==> src/rtl/alu_pkg.sv <==
// -----------------------------------------------------------------------------
// alu_pkg
// Shared definitions for the ALU execute stage and the ALU that is attached
// to it one level up: default widths, the opcode map (low 5 bits of the
// opcode byte) and the bit positions inside the 8-bit flag byte.
// -----------------------------------------------------------------------------
package alu_pkg;

  localparam int BITS_DEFAULT = 8;
  localparam int RD_W_DEFAULT = 3;
  localparam int FLAGS_W      = 8;

  // Opcode map. Only the low 5 bits of the opcode byte are significant.
  // The execute stage never decodes these; they exist so the ALU and its
  // users agree on the encoding.
  typedef enum logic [4:0] {
    OP_ADD  = 5'd0,
    OP_SUB  = 5'd1,
    OP_MUL  = 5'd2,
    OP_DIV  = 5'd3,
    OP_MOD  = 5'd4,
    OP_AND  = 5'd5,
    OP_OR   = 5'd6,
    OP_XOR  = 5'd7,
    OP_NOT  = 5'd8,
    OP_NAND = 5'd9,
    OP_NOR  = 5'd10,
    OP_XNOR = 5'd11,
    OP_CMP  = 5'd12,
    OP_SHR  = 5'd13,
    OP_SHL  = 5'd14
  } alu_opcode_e;

  // Flag byte bit positions.
  localparam int FLAG_OVF     = 0;
  localparam int FLAG_UNF     = 1;
  localparam int FLAG_GT      = 2;
  localparam int FLAG_EQ      = 3;
  localparam int FLAG_DIV0    = 4;
  localparam int FLAG_UNKNOWN = 5;

  // True when the low 5 bits of an opcode byte name a defined operation.
  function automatic logic is_known_op(input logic [4:0] op);
    return op <= OP_SHL;
  endfunction

endpackage

==> src/rtl/alu_exec_slice.sv <==
// -----------------------------------------------------------------------------
// exec_slice
// Generic one-entry valid/ready register slice. Accepts a word whenever it is
// empty or its current word is leaving downstream in the same cycle, so a
// chain of slices sustains one transfer per clock.
//
// Parameters
//   W          data width
// Ports
//   clk        clock, rising edge
//   rst        asynchronous active-high reset (clears valid and data)
//   in_valid   upstream offers in_data
//   in_ready   slice can take a word this cycle (combinational)
//   in_data    upstream word
//   out_valid  slice holds a word
//   out_ready  downstream takes the held word this cycle
//   out_data   held word
// -----------------------------------------------------------------------------
module exec_slice #(
  parameter int W = 8
) (
  input  logic         clk,
  input  logic         rst,
  input  logic         in_valid,
  output logic         in_ready,
  input  logic [W-1:0] in_data,
  output logic         out_valid,
  input  logic         out_ready,
  output logic [W-1:0] out_data
);

  logic         valid_q;
  logic [W-1:0] data_q;
  logic         load;

  // Ready depends only on our own state and downstream ready, never on
  // in_valid, so no combinational loop forms across the handshake.
  assign in_ready  = !valid_q || out_ready;
  assign load      = in_valid && in_ready;
  assign out_valid = valid_q;
  assign out_data  = data_q;

  // NOTE: state is written with non-blocking assignments so every register
  // in the stage samples the pre-edge values, independent of block order.
  // NOTE: the data register is reset too (not just the valid bit) so the
  // outputs read as zero after reset rather than holding stale contents.
  always_ff @(posedge clk or posedge rst) begin
    if (rst) begin
      valid_q <= 1'b0;
      data_q  <= '0;
    end else begin
      valid_q <= load || (valid_q && !out_ready);
      if (load) begin
        data_q <= in_data;
      end
    end
  end

endmodule

==> src/rtl/alu_exec_stage.sv <==
// -----------------------------------------------------------------------------
// alu_exec_stage
// Two-slice execute stage wrapped around an external combinational ALU.
// The operand slice (OP) holds an issued op and drives the ALU; when the
// result slice (RES) can take it, the ALU output plus the destination index
// move into RES and are presented on the writeback handshake.
//
// Build option
//   ALU_STICKY_FLAGS_EN  defined: flags_q accumulates (OR) flags until
//                        flags_clr; undefined: flags_q mirrors the flags of
//                        the last op that moved into RES.
//
// Parameters
//   BITS       operand/result width
//   RD_W       destination register index width
// Ports
//   clk, rst                 clock and asynchronous active-high reset
//   in_valid/in_ready        issue handshake
//   in_op/in_a/in_b/in_rd    opcode byte, operands, destination index
//   alu_op/alu_a/alu_b       drive the external ALU (zero while OP is empty)
//   alu_z/alu_flags          external ALU result and flag byte
//   out_valid/out_ready      writeback handshake
//   out_z/out_rd/out_flags   retired result, destination, flags
//   flags_q                  architectural flag register
//   flags_clr                synchronous clear of flags_q
//   retired                  results accepted downstream (wraps at 16 bits)
// -----------------------------------------------------------------------------
module alu_exec_stage
  import alu_pkg::*;
#(
  parameter int BITS = BITS_DEFAULT,
  parameter int RD_W = RD_W_DEFAULT
) (
  input  logic               clk,
  input  logic               rst,
  input  logic               in_valid,
  output logic               in_ready,
  input  logic [BITS-1:0]    in_op,
  input  logic [BITS-1:0]    in_a,
  input  logic [BITS-1:0]    in_b,
  input  logic [RD_W-1:0]    in_rd,
  output logic [BITS-1:0]    alu_op,
  output logic [BITS-1:0]    alu_a,
  output logic [BITS-1:0]    alu_b,
  input  logic [BITS-1:0]    alu_z,
  input  logic [FLAGS_W-1:0] alu_flags,
  output logic               out_valid,
  input  logic               out_ready,
  output logic [BITS-1:0]    out_z,
  output logic [RD_W-1:0]    out_rd,
  output logic [FLAGS_W-1:0] out_flags,
  output logic [FLAGS_W-1:0] flags_q,
  input  logic               flags_clr,
  output logic [15:0]        retired
);

  localparam int OP_W  = 3 * BITS + RD_W;
  localparam int RES_W = BITS + FLAGS_W + RD_W;

  logic               op_valid;
  logic               op_in_ready;
  logic               res_in_ready;
  logic               adv;
  logic [OP_W-1:0]    op_data;
  logic [BITS-1:0]    op_code_q;
  logic [BITS-1:0]    op_a_q;
  logic [BITS-1:0]    op_b_q;
  logic [RD_W-1:0]    op_rd_q;
  logic [RES_W-1:0]   res_data;
  logic [FLAGS_W-1:0] flags_base;
  logic [FLAGS_W-1:0] flags_next;

  // ---------------------------------------------------------------------------
  // Operand slice: drains into RES whenever RES is empty or retiring.
  // ---------------------------------------------------------------------------
  exec_slice #(.W(OP_W)) u_op_slice (
    .clk       (clk),
    .rst       (rst),
    .in_valid  (in_valid),
    .in_ready  (op_in_ready),
    .in_data   ({in_op, in_a, in_b, in_rd}),
    .out_valid (op_valid),
    .out_ready (res_in_ready),
    .out_data  (op_data)
  );

  assign {op_code_q, op_a_q, op_b_q, op_rd_q} = op_data;

  // res_in_ready is !RES.valid || out_ready, so this is the advance condition
  // and in_ready reduces to !OP.valid || adv.
  assign adv      = op_valid && res_in_ready;
  assign in_ready = op_in_ready;

  // NOTE: every output of an always_comb gets a default first, so no path
  // leaves a value unassigned and no latch is inferred.
  always_comb begin
    alu_op = '0;
    alu_a  = '0;
    alu_b  = '0;
    if (op_valid) begin
      alu_op = op_code_q;
      alu_a  = op_a_q;
      alu_b  = op_b_q;
    end
  end

  // ---------------------------------------------------------------------------
  // Result slice: captures the ALU output and the carried destination on adv.
  // ---------------------------------------------------------------------------
  exec_slice #(.W(RES_W)) u_res_slice (
    .clk       (clk),
    .rst       (rst),
    .in_valid  (op_valid),
    .in_ready  (res_in_ready),
    .in_data   ({alu_z, alu_flags, op_rd_q}),
    .out_valid (out_valid),
    .out_ready (out_ready),
    .out_data  (res_data)
  );

  assign {out_z, out_flags, out_rd} = res_data;

  // ---------------------------------------------------------------------------
  // Architectural flags. A clear takes effect first; an advance in the same
  // cycle then applies its flags on top of the cleared value.
  // ---------------------------------------------------------------------------
  always_comb begin
    flags_base = flags_clr ? '0 : flags_q;
    flags_next = flags_base;
    if (adv) begin
`ifdef ALU_STICKY_FLAGS_EN
      flags_next = flags_base | alu_flags;
`else
      flags_next = alu_flags;
`endif
    end
  end

  always_ff @(posedge clk or posedge rst) begin
    if (rst) begin
      flags_q <= '0;
    end else begin
      flags_q <= flags_next;
    end
  end

  // Retirement counter; natural 16-bit wrap.
  always_ff @(posedge clk or posedge rst) begin
    if (rst) begin
      retired <= '0;
    end else if (out_valid && out_ready) begin
      retired <= retired + 16'd1;
    end
  end

endmodule

==> config.mk <==
export PLATFORM = sky130hd
export DESIGN_NAME = alu_exec_stage
export DESIGN_NICKNAME = d
export VERILOG_FILES = /design/src/rtl/alu_pkg.sv /design/src/rtl/alu_exec_slice.sv /design/src/rtl/alu_exec_stage.sv
export SDC_FILE = /design/constraint.sdc
export NUM_CORES = 1
export LEC_CHECK = 0
export ABC_CLOCK_PERIOD_IN_PS = 6550
export CORE_UTILIZATION = 46
export CTS_BUF_LIST = sky130_fd_sc_hd__clkbuf_8 sky130_fd_sc_hd__clkbuf_16
export CTS_CLUSTER_DIAMETER = 50
export DETAILED_ROUTE_END_ITERATION = 16
export GPL_ROUTABILITY_DRIVEN = 0
export GPL_TIMING_DRIVEN = 0
export PLACE_DENSITY_LB_ADDON = 0.05
export SYNTH_ARGS = -nofsm -noshare
export SYNTH_HDL_FRONTEND = slang
export SYNTH_SLANG_ARGS = --single-unit
==> constraint.sdc <==
create_clock -name clk -period 6.55 [get_ports clk]
set_input_delay 1.31 -clock clk [delete_from_list [all_inputs] [get_ports clk]]
set_output_delay 1.31 -clock clk [all_outputs]
set_load 0.01 [all_outputs]
==> results.json, run 1 <==
{
  "end_kind": "output port",
  "clk_latency_ns": 0.33,
  "max_freq_mhz": 254,
  "drive_above_1_share_pct": 14.5,
  "placement.io_buffers": 116,
  "worstReg2RegEnd": "u_res_slice.out_data[5]",
  "most_prevalent_standard_cell_on_the_critical_path": "sky130_fd_sc_hd__clkdlybuf4s50_1",
  "finClkSkew_ns": 0.0106,
  "setup_ws_ns": 2.62,
  "detailedPlacementHpwl_um": 4680,
  "post_cts_resize_count": 0,
  "antenna_cells": 0,
  "synth-edff-count": 0,
  "leakage_power_summed_over_all_cells_nw": 2.00,
  "clockBufferDepth": 2,
  "start_util_pct": 48.8,
  "synth_top_area_share_pct": 61.3,
  "cp-start-kind": "primary input",
  "crit_type": "in -> out",
  "syn-num-nets": 296,
  "remaining_drc_errors": 0,
  "routed-via-count": 2225,
  "holdCritStartpoint": "u_res_slice.out_data[17]",
  "syn_avg_cell_area_um2": 11.9,
  "timing.setup.tns_ns": 0,
  "whs_path_depth": 2,
  "post-synth-top-area-cell": "sky130_fd_sc_hd__dfrtp_1",
  "r2r-start": "u_res_slice.out_valid",
  "hold_end": "u_res_slice.out_data[17]",
  "worst_ir_drop_vdd_mv": 0.182,
  "clock-sinks": 72,
  "drt_first_pass_iters": 4,
  "postRouteWirelength_um": 6640,
  "grt_pass1_vias": 2259,
  "postCtsSetupRepairBufs": 0,
  "routed_via_density": 4.90,
  "relSlewSlack_pct": 41.7,
  "mappedNetlistArea_mm2": 0.00294,
  "synthFlopType": "sky130_fd_sc_hd__dfrtp_1",
  "critical_path.top_delay_family": "buffers and inverters",
  "grt_first_pass_wirelength_um": 10700,
  "synth_cells": 247,
  "antenna_found_initial": 0,
  "setup_viol": 0,
  "tritoncts": "done",
  "outcome": "complete, no violations",
  "setup.reg_to_reg.worst_slack_ns": 4.97,
  "grt_start_max_net_pins": 73,
  "ys_warn_count": 0,
  "numCtsBuffers": 9,
  "die_area_mm2": 0.00671,
  "route.detailed.wl_per_inst_um": 14.6,
  "critical-path-slowest-cell": "sky130_fd_sc_hd__clkdlybuf4s50_1",
  "worst_path_largest_cell_delay_ns": 0.57,
  "p_per_area_mw_per_mm2": 302,
  "coreArea_mm2": 0.00603,
  "layout_min_cycle_time_ns": 3.93,
  "rsz0062_at_grt": "no",
  "clk_root_buffer_cell": "sky130_fd_sc_hd__clkbuf_8",
  "finish.instance_area_mm2": 0.00446,
  "synth_sequential_area_ratio_pct": 61.3,
  "io_pins": 117,
  "drv_slew": 0,
  "synth_seq_cells": 72,
  "cp_max_fo": 5,
  "critPathRequiredTime_ns": 5.24,
  "max_slew.worst_pin.slew_ns": 0.875,
  "layout.nets": 423,
  "cp.buffers_inverters": 2,
  "antenna_violating_nets_post_route": 0,
  "global_route_total_overflow": 0,
  "finalCritPeriodShare_pct": 60.1,
  "multi_input_comb_area_mm2": 0.00107,
  "flow.area_growth_from_synthesis_pct": 51.9,
  "timing.reg2reg.worst_path_depth": 5,
  "worstPathCellList": "clkdlybuf4s50_1, nand3b_2, clkdlybuf4s50_1",
  "finalHoldViolCount": 0,
  "grtUsageTotal_pct": 21.5,
  "floorplan.die.width_um": 81.9,
  "floorplan.die.height_um": 81.9,
  "worst_setup_hold_path_clk_slew_ns": 0.08,
  "postSynth.asyncResetShare_pct": 100,
  "placement.cell_area_mm2": 0.00420,
  "yosys.cell_types.count": 22,
  "postCtsHoldBufs": 0,
  "ranking_of_synthesized_cells_by_instance_count": "sky130_fd_sc_hd__dfrtp_1, sky130_fd_sc_hd__nand2_1, sky130_fd_sc_hd__mux2_2, sky130_fd_sc_hd__and2_1, sky130_fd_sc_hd__xnor2_1",
  "rows": 28,
  "final-seq-area_mm2": 0.00180,
  "hp_class": "reg -> reg",
  "htree_num_levels": 3,
  "timing.critical_path.arrival_ns": 2.62,
  "final.fill_count": 430,
  "cell_with_the_most_instances_after_synthesis": "sky130_fd_sc_hd__dfrtp_1",
  "detailedPlace.worstSlack_ns": 2.63,
  "ys_top_cells_by_area": "sky130_fd_sc_hd__dfrtp_1, sky130_fd_sc_hd__mux2_2, sky130_fd_sc_hd__nand2_1",
  "timing.max_cap.violations": 0,
  "initial_drc_count": 133
}
-- metal layers --
| metal | track usage, % | up-vias | share of wire (%) |
|---|---|---|---|
| li1 | - | 1063 | - |
| met1 | 26.7 | 1084 | 43 |
| met2 | 33.9 | 70 | 49 |
| met3 | 6.56 | 8 | 6.1 |
| met4 | 11.1 | 0 | 1.7 |
| met5 | 0 | - | 0 |
-- metrics by stage --
stage	instances	util [%]	hold slack [ns]	power [W]
floorplan	247	-	0.433	0.000707
global placement	438	69.6	0.445	0.000885
detailed placement	438	69.6	0.464	0.000896
CTS	454	74.1	0.484	0.00136
global route	454	74.1	0.503	0.00142
finish	454	74.1	0.479	0.00135
-- how the worst max path moves through the flow --
| stage | end | cells after the start | slack [ns] | startpoint |
|---|---|---|---|---|
| after CTS | in_ready | 3 | 2.61 | out_ready |
| after global placement | u_res_slice.out_data[12] | 2 | 2.17 | rst |
| after floorplan | flags_q[0] | 1 | 3.42 | rst |
| after global routing | in_ready | 3 | 2.57 | out_ready |
| final | in_ready | 3 | 2.62 | out_ready |
| after detailed placement | in_ready | 3 | 2.63 | out_ready |
-- area by class of cell --
class | instances | area share (%)
Buffer | 9 | 1.35
Clock buffer | 10 | 3.08
Clock inverter | 6 | 2.92
Inverter | 2 | 0.224
Multi-Input combinational cell | 164 | 23.9
Sequential cell | 72 | 40.4
Tap cell | 75 | 2.10
Timing Repair Buffer | 116 | 26.0
-- state kept, by name, indices dropped and copies added (netlist names) --
register and count:
u_res_slice.out_data 19, u_op_slice.out_data 27, retired 16, u_op_slice.out_valid 1
flags_q 8, u_res_slice.out_valid 1
-- layout by cell type, fill, tap and decap left out, drive strengths merged --
| cell | count |
|---|---|
| a22o | 8 |
| and2 | 26 |
| and3 | 2 |
| and4 | 1 |
| buf | 6 |
| bufinv | 4 |
| clkbuf | 13 |
| clkdlybuf4s50 | 116 |
| clkinv | 2 |
| dfrtp | 72 |
| ha | 1 |
| inv | 2 |
| mux2 | 28 |
| nand2 | 64 |
| nand2b | 3 |
| nand3 | 5 |
| nand3b | 1 |
| nand4 | 4 |
| nor2 | 6 |
| xnor2 | 10 |
| xor2 | 5 |
-- worst min-delay path, stage by stage (launching register included) --
cell and delay (ns):
sky130_fd_sc_hd__dfrtp_1 0.34, sky130_fd_sc_hd__nand2_1 0.05, sky130_fd_sc_hd__nand2_1 0.06
-- kinds of logic after synthesis --
kind of cell	synth area share (%)
and+or+nand+nor	18.4
DFF	61.3
muxes	10.7
xor gates and xnor gates	4.47
buffers and inverters	2.30
AOI/OAI and AO/OA	2.39
adders and majority gates	0.426
-- where the power goes --
| part | internal, W | switching, W | leakage [nW] |
|---|---|---|---|
| Sequential | 0.000513 | 0.0000500 | 0.885 |
| Combinational | 0.000195 | 0.000127 | 0.980 |
| Clock | 0.000301 | 0.000163 | 0.136 |
| Total | 0.00101 | 0.000340 | 2.00 |
Note: power is estimated with default switching activity, not from simulation.
==> run 2: changes to the inputs <==
--- a/config.mk
+++ b/config.mk
@@ -5,8 +5,8 @@
 export SDC_FILE = /design/constraint.sdc
 export NUM_CORES = 1
 export LEC_CHECK = 0
-export ABC_CLOCK_PERIOD_IN_PS = 6550
-export CORE_UTILIZATION = 46
+export ABC_CLOCK_PERIOD_IN_PS = 3500
+export CORE_UTILIZATION = 39
 export CTS_BUF_LIST = sky130_fd_sc_hd__clkbuf_8 sky130_fd_sc_hd__clkbuf_16
 export CTS_CLUSTER_DIAMETER = 50
 export DETAILED_ROUTE_END_ITERATION = 16
==> constraint.sdc (replaced) <==
create_clock -name clk -period 3.5 [get_ports clk]
set_input_delay 0.7 -clock clk [delete_from_list [all_inputs] [get_ports clk]]
set_output_delay 0.7 -clock clk [all_outputs]
set_load 0.01 [all_outputs]
==> results.json, run 2 (synthesis gave the netlist of run 1 again) <==
{
  "antenna_cells": 0,
  "layout_min_cycle_time_ns": 2.69,
  "post_cts_resize_count": 0,
  "clockBufferDepth": 2,
  "detailedPlace.worstSlack_ns": 0.794,
  "antenna_violating_nets_post_route": 0,
  "leakage_power_summed_over_all_cells_nw": 1.98,
  "grt_first_pass_wirelength_um": 10000,
  "drt_first_pass_iters": 4,
  "routed-via-count": 2190,
  "finClkSkew_ns": 0.00634,
  "drive_above_1_share_pct": 14.2,
  "start_util_pct": 40.5,
  "mostFrequentLayoutCell": "sky130_fd_sc_hd__clkdlybuf4s50_1",
  "grt_start_max_net_pins": 38,
  "layout.nets": 424,
  "relSlewSlack_pct": 68.3,
  "postCtsSetupRepairBufs": 0,
  "floorplan.die.width_um": 88.8,
  "cp_max_fo": 5,
  "timing.critical_path.arrival_ns": 1.99,
  "rows": 31,
  "max_freq_mhz": 372,
  "postCtsHoldBufs": 0,
  "clock-sinks": 72,
  "postRouteWirelength_um": 6320,
  "commonest_cells_after_routing_fill_and_taps_aside": "sky130_fd_sc_hd__clkdlybuf4s50_1, sky130_fd_sc_hd__dfrtp_1, sky130_fd_sc_hd__nand2_1",
  "route.detailed.wl_per_inst_um": 13.2,
  "numCtsBuffers": 9,
  "global_route_total_overflow": 0,
  "antenna_found_initial": 0,
  "setup_ws_ns": 0.809,
  "placement.io_buffers": 116,
  "rsz0062_at_grt": "no",
  "worst_setup_hold_path_clk_slew_ns": 0.07,
  "clk_root_buffer_cell": "sky130_fd_sc_hd__clkbuf_8",
  "coreArea_mm2": 0.00725,
  "final_std_cells_w_o_fill": 478,
  "hp_class": "reg -> reg",
  "setup.reg_to_reg.worst_slack_ns": 1.95,
  "max_ffs_per_register": 27,
  "grt_pass1_vias": 2133,
  "finalHoldViolCount": 0,
  "drv_slew": 0,
  "routed_via_density": 4.58,
  "timing.max_cap.violations": 0,
  "grtUsageTotal_pct": 17.0,
  "io_pins": 117,
  "cp-start-kind": "primary input",
  "tritoncts": "done",
  "die_area_mm2": 0.00788,
  "clk_latency_ns": 0.33,
  "finalCritPeriodShare_pct": 76.9,
  "outcome": "complete, no violations",
  "end_kind": "output port",
  "detailedPlacementHpwl_um": 4450,
  "max_slew.worst_pin.slew_ns": 0.475,
  "critPathRequiredTime_ns": 2.80,
  "flow.area_growth_from_synthesis_pct": 50.9,
  "setup_viol": 0,
  "htree_num_levels": 3,
  "crit_type": "in -> out",
  "fin_total_pwr_w": 0.00228,
  "place.detailed.instances": 463,
  "worst_ir_drop_vdd_mv": 0.218,
  "floorplan.die.height_um": 88.8,
  "initial_drc_count": 69,
  "remaining_drc_errors": 0,
  "p_per_area_mw_per_mm2": 514
}
## run 2: cell types whose count changed in the layout (fill, tap and decap cells not counted), sizes merged
| cell | delta |
|---|---|
| bufinv | -3 |
| buf | +1 |
| clkinv | +1 |
| inv | +1 |
## run 2: path summary, 6_finish.rpt
check / from / endpoint / cells after the start
worst max-delay path: out_ready / in_ready / 3
worst min-delay path: u_op_slice.out_data[2] / u_res_slice.out_data[2] / 2
worst max register to register: u_res_slice.out_valid / u_res_slice.out_data[8] / 5
worst min register to register: u_op_slice.out_data[2] / u_res_slice.out_data[2] / 2
max in group asynchronous: rst / retired[13] / 3
min in group asynchronous: rst / u_op_slice.out_data[3] / 2
## run 2: per-layer routing
layer	vias up	track usage, %	wire (um)
met4	0	7.92	117
li1	1069	-	-
met1	1033	21.2	2730
met5	-	0	0
met3	10	6.62	610
met2	78	26.0	2860
## run 2: per-stage QoR
step	cell area (um2)	utilization [%]	TNS, ns	hold slack, ns
3_5_place_dp	4250	58.5	0	0.450
3_3_place_gp	4220	58.2	-24.65	0.443
2_1_floorplan	2940	-	0	0.433
4_1_cts	4430	61.1	0	0.469
5_1_grt	4430	61.1	0	0.497
6_report	4430	61.1	0	0.465
## run 2: final cells by class
| class | count | area, um2 |
|---|---|---|
| repair buffers | 117 | 1180 |
| flip-flops and latches | 72 | 1800 |
| clock inverters | 5 | 48.8 |
| multi-input cells | 164 | 1070 |
| clock buffers | 10 | 138 |
| well taps | 99 | 124 |
| fillers | 642 | 2820 |
| plain buffers | 9 | 60.1 |
| inverters | 2 | 10.0 |
## run 2: report_power, final
part,switching [W],internal (W),total [W]
Combinational,0.000236,0.000367,0.000603
Sequential,0.0000877,0.000961,0.00105
Clock,0.000290,0.000339,0.000628
Total,0.000613,0.00167,0.00228
## run 2: worst max-delay path: stages
cell and delay, ns:
sky130_fd_sc_hd__clkdlybuf4s50_1 0.54, sky130_fd_sc_hd__nand3b_2 0.18, sky130_fd_sc_hd__clkdlybuf4s50_1 0.56
